==> config.mk <==
export PLATFORM = sky130hd
export DESIGN_NAME = priority_arbiter
export DESIGN_NICKNAME = d
export VERILOG_FILES = /design/src/rtl/priority_arbiter_pkg.sv /design/src/rtl/priority_deshiphrator.sv /design/src/rtl/priority_arbiter.sv
export SDC_FILE = /design/constraint.sdc
export NUM_CORES = 1
export LEC_CHECK = 0
export ABC_AREA = 1
export ABC_CLOCK_PERIOD_IN_PS = 1900
export CORE_AREA = 2 2 68 70
export CTS_CLUSTER_DIAMETER = 150
export DETAILED_ROUTE_END_ITERATION = 10
export DIE_AREA = 0 0 70 72
export PLACE_DENSITY = 0.65
export SLEW_MARGIN = 5
export SYNTH_ARGS = -nofsm -noshare
export SYNTH_HDL_FRONTEND = slang
export SYNTH_SLANG_ARGS = --single-unit
==> constraint.sdc <==
create_clock -name clk -period 1.9 [get_ports clk]
set_input_delay 0.475 -clock clk [delete_from_list [all_inputs] [get_ports clk]]
set_output_delay 0.475 -clock clk [all_outputs]
set_load 0.05 [all_outputs]
==> src/rtl/priority_arbiter_pkg.sv <==
// Shared types and sizing for the eight-requester priority arbiter.
package priority_arbiter_pkg;

  localparam int unsigned NREQ  = 8;
  localparam int unsigned IDX_W = 3;

  typedef enum logic [1:0] {
    IDLE,
    BUSY,
    GAP
  } state_t;

endpackage

==> src/rtl/priority_deshiphrator.sv <==
// 8->3 priority encoder: index of the highest set bit, 0 when no bit is set.
module priority_deshiphrator
  import priority_arbiter_pkg::*;
(
  input  logic [NREQ-1:0]  vec,
  output logic [IDX_W-1:0] idx
);

  // Later (higher) set bits overwrite earlier ones, so the highest index wins.
  always_comb begin
    idx = '0;
    for (int unsigned i = 0; i < NREQ; i++) begin
      if (vec[i]) idx = IDX_W'(i);
    end
  end

endmodule

==> src/rtl/priority_arbiter.sv <==
// Fixed-priority bus arbiter with bounded tenure and one-round preemption mask.
module priority_arbiter
  import priority_arbiter_pkg::*;
#(
  parameter int unsigned MAX_HOLD = 16,
  parameter int unsigned HOLD_W   = $clog2(MAX_HOLD + 1)
) (
  input  logic             clk,
  input  logic             rst_n,
  input  logic [NREQ-1:0]  req,
  input  logic             done,
  output logic [NREQ-1:0]  grant,
  output logic [IDX_W-1:0] grant_idx,
  output logic             busy,
  output logic             preempt
);

  state_t            state;
  logic [NREQ-1:0]   mask;
  logic [NREQ-1:0]   eligible;
  logic [NREQ-1:0]   sel;
  logic              sel_any;
  logic [IDX_W-1:0]  win;
  logic [HOLD_W-1:0] cnt;

  // A masked requester only loses to others; alone it still wins.
  assign eligible = req & ~mask;
  assign sel      = (|eligible) ? eligible : req;
  assign sel_any  = |sel;

  priority_deshiphrator u_enc (
    .vec (sel),
    .idx (win)
  );

  // One-hot grant decoded purely from flops.
  assign grant = NREQ'(busy) << grant_idx;

  // Arbitration / tenure state machine with registered outputs.
  always_ff @(posedge clk) begin
    if (!rst_n) begin
      state     <= IDLE;
      grant_idx <= '0;
      busy      <= 1'b0;
      preempt   <= 1'b0;
      mask      <= '0;
      cnt       <= '0;
    end else begin
      preempt <= 1'b0;
      case (state)
        IDLE: begin
          if (sel_any) begin
            grant_idx <= win;
            busy      <= 1'b1;
            cnt       <= HOLD_W'(1);
            mask      <= '0;
            state     <= BUSY;
          end
        end
        BUSY: begin
          if (done || !req[grant_idx]) begin
            busy  <= 1'b0;
            state <= GAP;
          end else if (cnt == HOLD_W'(MAX_HOLD)) begin
            busy    <= 1'b0;
            mask    <= NREQ'(1) << grant_idx;
            preempt <= 1'b1;
            state   <= GAP;
          end else begin
            cnt <= cnt + 1'b1;
          end
        end
        GAP: begin
          state <= IDLE;
        end
        default: begin
          state <= IDLE;
          busy  <= 1'b0;
        end
      endcase
    end
  end

endmodule

After elaboration in Yosys (flattened, before gate mapping)

Index checks and enable logic that the tools add are counted.

Register bits after elaboration: 20
Word-level logic and storage cells: 62

Add/subtract/negate cells: 1
Magnitude comparators: 1
Eq/ne operators: 8
Shifts and indexed selects: 2
Mux-type cells: 27
Bitwise gates (word level): 5
Reduce and logical (&&, ||, !) cells: 12

Operator list:

| cell                | count |
|---|---|
| $mux 8              | 4 |
| $pmux 8 s2          | 1 |
| $reduce_or 8->1     | 2 |
| $mux 5              | 3 |
| $mux 3              | 4 |
| $mux 2              | 5 |
| $pmux 5 s2          | 1 |
| $and 8x8->8         | 1 |
| $ne 2x2->1 const B  | 4 |
| $not 8->8           | 1 |
| $reduce_and 4->1    | 2 |
| $shl 1x3->8         | 1 |
| $shl 1x3->8 const A | 1 |
| $mux 1              | 6 |
| $add 5x1->5 const B | 1 |
| $eq 5x5->1 const B  | 1 |
| $lt 3x4->1 const B  | 1 |
| $pmux 2 s2          | 1 |
| $reduce_and 2->1    | 2 |
| $bmux 1 s3          | 1 |
| $ne 3x3->1 const B  | 1 |
| $not 1->1           | 3 |
| $pmux 1 s3          | 1 |
| $reduce_and 3->1    | 1 |
| 7 further kinds     | 7 |

Depth between registers and ports, before layout

Depth in word-level cells: 11
Depth in mapped cells: 15
Depth with buffers taken out: 15

By module

A second synthesis with hierarchy kept.

Cell total of the unflattened synthesis: 235
Area, all modules: 1,467.7 um^2

By module, submodules not included:

| module                | times used | cells an instance | area each (um^2) | sequential area each (um^2) |
|---|---|---|---|---|
| priority_arbiter      | 1          | 220               | 1,403.8          | 400.4 |
| priority_deshiphrator | 1          | 15                | 63.8             | 0.0 |

Least setup slack after synthesis

OpenSTA, ideal clock, no wires.

Path type: flip-flop to output port
Start: reg grant_idx[1]
End: out grant[2]
Arrival time: 2,121 ps
Slack: -696 ps
Cell stages (with the launch flop): 5
Path buffers: 0
Cells stage by stage: dfxtp_1 -> inv_1 -> nor2_1 -> inv_1 -> nor3_1

Word-level cells in the longest chain between the ends: 1

RTL lines:

| what                   | RTL line               | text |
|---|---|---|
| start, declared        | priority_arbiter.sv:13 | `output logic [IDX_W-1:0] grant_idx,` |
| start signal, assigned | priority_arbiter.sv:53 | `grant_idx <= win;` |
| $shl 1x3->8            | priority_arbiter.sv:37 | `assign grant = NREQ'(busy) << grant_idx;` |
| end, declared          | priority_arbiter.sv:12 | `output logic [NREQ-1:0] grant,` |

Every way passes these cells.

Worst setup path after layout

Same ends and word-level chain as after synthesis.

==> impl_metrics.csv <==
group,metric,value,unit
worst_setup_path,crit_start,"grant_idx[1]$_SDFFE_PN0P_",
worst_hold_path,hp-start,"grant_idx[1]$_SDFFE_PN0P_",
placement,dp_hpwl,3.02,mm
die,io_pins,24,
clock_tree,cts_tree,"done",
finish,utilization,0.550,
synthesis,yosysTopAreaCellShare,0.279,
detailed_routing,wirelength,3.96,mm
timing,min_period_over_period,0.950,
detailed_routing,viasPerCell,4.80,
synthesis,avgSynthCellArea,6.23,um2
timing,worst_pin_slew,0.609,ns
detailed_routing,top_layer,"met4",
timing,tns,0,ns
detailed_routing,drtIter0Drc,54,
clock_tree,hold_buffers,0,
worst_setup_path,worstPathMaxFanout,5,
finish,drive_above_1_share,0.395,
clock_tree,insertion_delay,0.25,ns
die,rows,24,
detailed_routing,ant_nets,0,
clock_tree,cts_buffer_depth,2,
worst_setup_path,slowest_delay,0.38,ns
global_route,grt_max_degree,16,
power,ir_drop,0.000391,V
synthesis,synth_fp_nets,243,
worst_setup_path,crit_type,"flip-flop to output port",
finish,fin_cells,343,
detailed_routing,met1Wirelength,1.78,mm
status,outcome,"complete, no violations",
placement,io_buffer_count,23,
placement,numPlacedInstances,327,
finish,syn2layout_area_growth,63.4,%
clock_tree,numCtsBuffers,3,
detailed_routing,drc_errors,0,
die,die_h,72,um
timing,relSlewSlack,0.593,
placement,gp_congestion,0.803,
timing,final-max-slew-violation-count,0,
global_route,grt-ovfl-total,0,
worst_setup_path,critPathSlowestCell,"dfxtp_4",
synthesis,syn-cell-area,1430,um2
detailed_routing,wl_met2,1.98,mm
die,dieWidth,70,um
synthesis,synth_area_leaders,"dfxtp_1 28%, nand2_1 20%, inv_1 9.2%",
worst_setup_path,path_buf_inv,4,
detailed_routing,firstDrtPassIters,4,
power,power_density,860,nW/um2
clock_tree,cts.sinks,20,
timing,fin_crit,1.80,ns
clock_tree,cts_root_buffer,"clkbuf_8",
timing,finalSetupViolations,0,
synthesis,synth_top_cell_by_area,"dfxtp_1",
finish,nFillCells,401,
global_route,grtUsageTotal,0.167,
synthesis,ys_ff_latch,20,
global_route,grt_pass1_vias,1566,
worst_setup_path,r2r-start,"cnt[0]$_SDFFE_PN0P_",
worst_hold_path,hold_class,"flip-flop to flip-flop",
finish,nNetsFinal,305,
power,p_leak,1.14,nW
detailed_routing,wl_met3,137,um
worst_setup_path,start_kind,"flip-flop",
worst_setup_path,end_kind,"output port",
detailed_routing,vias,1646,
flow_run,max_cap_viol_count,0,
timing,hold_viol,0,
worst_setup_path,crit_family,"flip-flops",
die,core,4260,um2
timing,fmax,0.554,GHz
timing,fin_hold_ws,0.509,ns
worst_setup_path,worstPathCellList,"inv_2, nor2_2, buf_6, inv_2, nor3_4, buf_12",
global_route,grt_pass1_wl,6.87,mm
clock_tree,htree_num_levels,1,
worst_setup_path,cpMostUsedCell,"inv_2",
synthesis,ys_seq_area_frac,0.279,
global_route,antenna_found_initial,0,
synthesis,synth_cell_types,28,
worst_setup_path,crit_required,1.42,ns
worst_setup_path,worstPathArrival,1.33,ns
die,dieArea,5040,um2
synthesis,yosysWarningCount,0,
die,initial_utilization,0.336,
synthesis,synth_cells,230,
clock_tree,path_clk_slew,0.07,ns
detailed_routing,wl_per_cell,11.5,um
finish,n_antenna_cell,0,
timing,fin_worst_skew,0.00212,ns
[final timing paths]
path | to | slack (ns) | depth (start not counted)
max reg2reg | mask[4]$_SDFFE_PN0P_ | 0.17 | 8
max | grant[2] | 0.1 | 6
min reg2reg | grant_idx[1]$_SDFFE_PN0P_ | 0.51 | 2
min | grant_idx[1]$_SDFFE_PN0P_ | 0.51 | 2
[cell usage in the layout (no fill, tap or decap), types with 3 or more instances in the layout]
| cell type | n |
|---|---|
| a21oi_1 | 4 |
| nand2_1 | 59 |
| nand2_4 | 5 |
| dlygate4sd2_1 | 5 |
| dfxtp_2 | 4 |
| nand3_2 | 5 |
| nand2_2 | 18 |
| buf_4 | 35 |
| inv_1 | 31 |
| nor2_4 | 6 |
| clkbuf_8 | 3 |
| nor2_1 | 25 |
| inv_2 | 6 |
| nor3_4 | 8 |
| nand4_1 | 14 |
| buf_12 | 11 |
| nand3_1 | 7 |
| dfxtp_1 | 14 |
[layout make-up]
cell class	count	area (um2)	share of cell area
Clock inverter	1	3.75	0.00160
Clock buffer	3	41.3	0.0176
Tap cell	52	65.1	0.0278
Multi-Input combinational cell	171	1070	0.456
Sequential cell	20	413	0.176
Inverter	38	146	0.0625
Timing Repair Buffer	58	604	0.258
[cells by family (layout without fill, tap and decap cells)]
logic type / after synthesis / count (layout) / synth area share
AO/OA/AOI/OAI: 15 / 15 / 0.0742
adder cells (fa/ha/maj): 2 / 2 / 0.0174
buffers and inverters: 41 / 100 / 0.119
flip-flops: 20 / 20 / 0.279
AND/OR/NAND/NOR: 152 / 154 / 0.510
[where the power goes]
group / internal [W] / switching [W]
clock: 0.000144 / 0.000137
combinational: 0.000471 / 0.000685
sequential: 0.000505 / 0.0000749
total: 0.00112 / 0.000897
[flip-flops by register name, summed over array words and instances (netlist names)]
name,cells
grant_idx,3
cnt,5
state,2
busy,1
mask,8
preempt,1
[per-stage QoR]
stage          power [W]  setup WS [ns]  area [um2]
4_1_cts          0.00199        0.00225        2290
3_5_place_dp     0.00160         -0.407        2090
2_1_floorplan    0.00127        0.00102        1540
5_1_grt          0.00217        -0.0105        2340
6_report         0.00202         0.0954        2340
3_3_place_gp     0.00159         -0.396        2090
[layer usage]
layer / global-route usage / vias to the layer above
met1: 0.204 / 745
met4: 0.0641 / 0
met3: 0.0181 / 6
met2: 0.303 / 38
met5: 0 / -
li1: - / 857
[cells in the mapped netlist]
cell type,n
a21boi_1,1
a21oi_1,4
a21oi_2,2
a22oi_1,1
buf_2,1
buf_6,2
dfxtp_1,20
ha_1,2
inv_1,35
inv_2,3
nand2_1,75
nand2_2,3
nand2_4,3
nand3_1,11
nand3_2,1
nand3_4,1
nand4_1,14
nor2_1,28
nor2_2,1
nor2_4,4
nor2_8,1
nor3_1,9
nor4_1,1
o21ai_0,2
o21ai_1,1
o21ai_4,1
o21bai_1,2
o31ai_1,1
[repair_timing]
item / in CTS / in global routing
buffers inserted: 8 / 2
cloned: 2 / 0
pin swaps: 27 / 16
endpoints found under the setup margin: 20 / 21
gates resized for setup: 29 / 17
[worst reg2reg max path: stages (launching register included)]
cell and delay [ns]:
dfxtp_1 0.34, inv_1 0.11, ha_1 0.15, nand4_1 0.17, a21oi_2 0.45, nand3_4 0.19, nand2_2 0.10, inv_1 0.04
nor2_1 0.11
(Power assumes the default switching activity.)
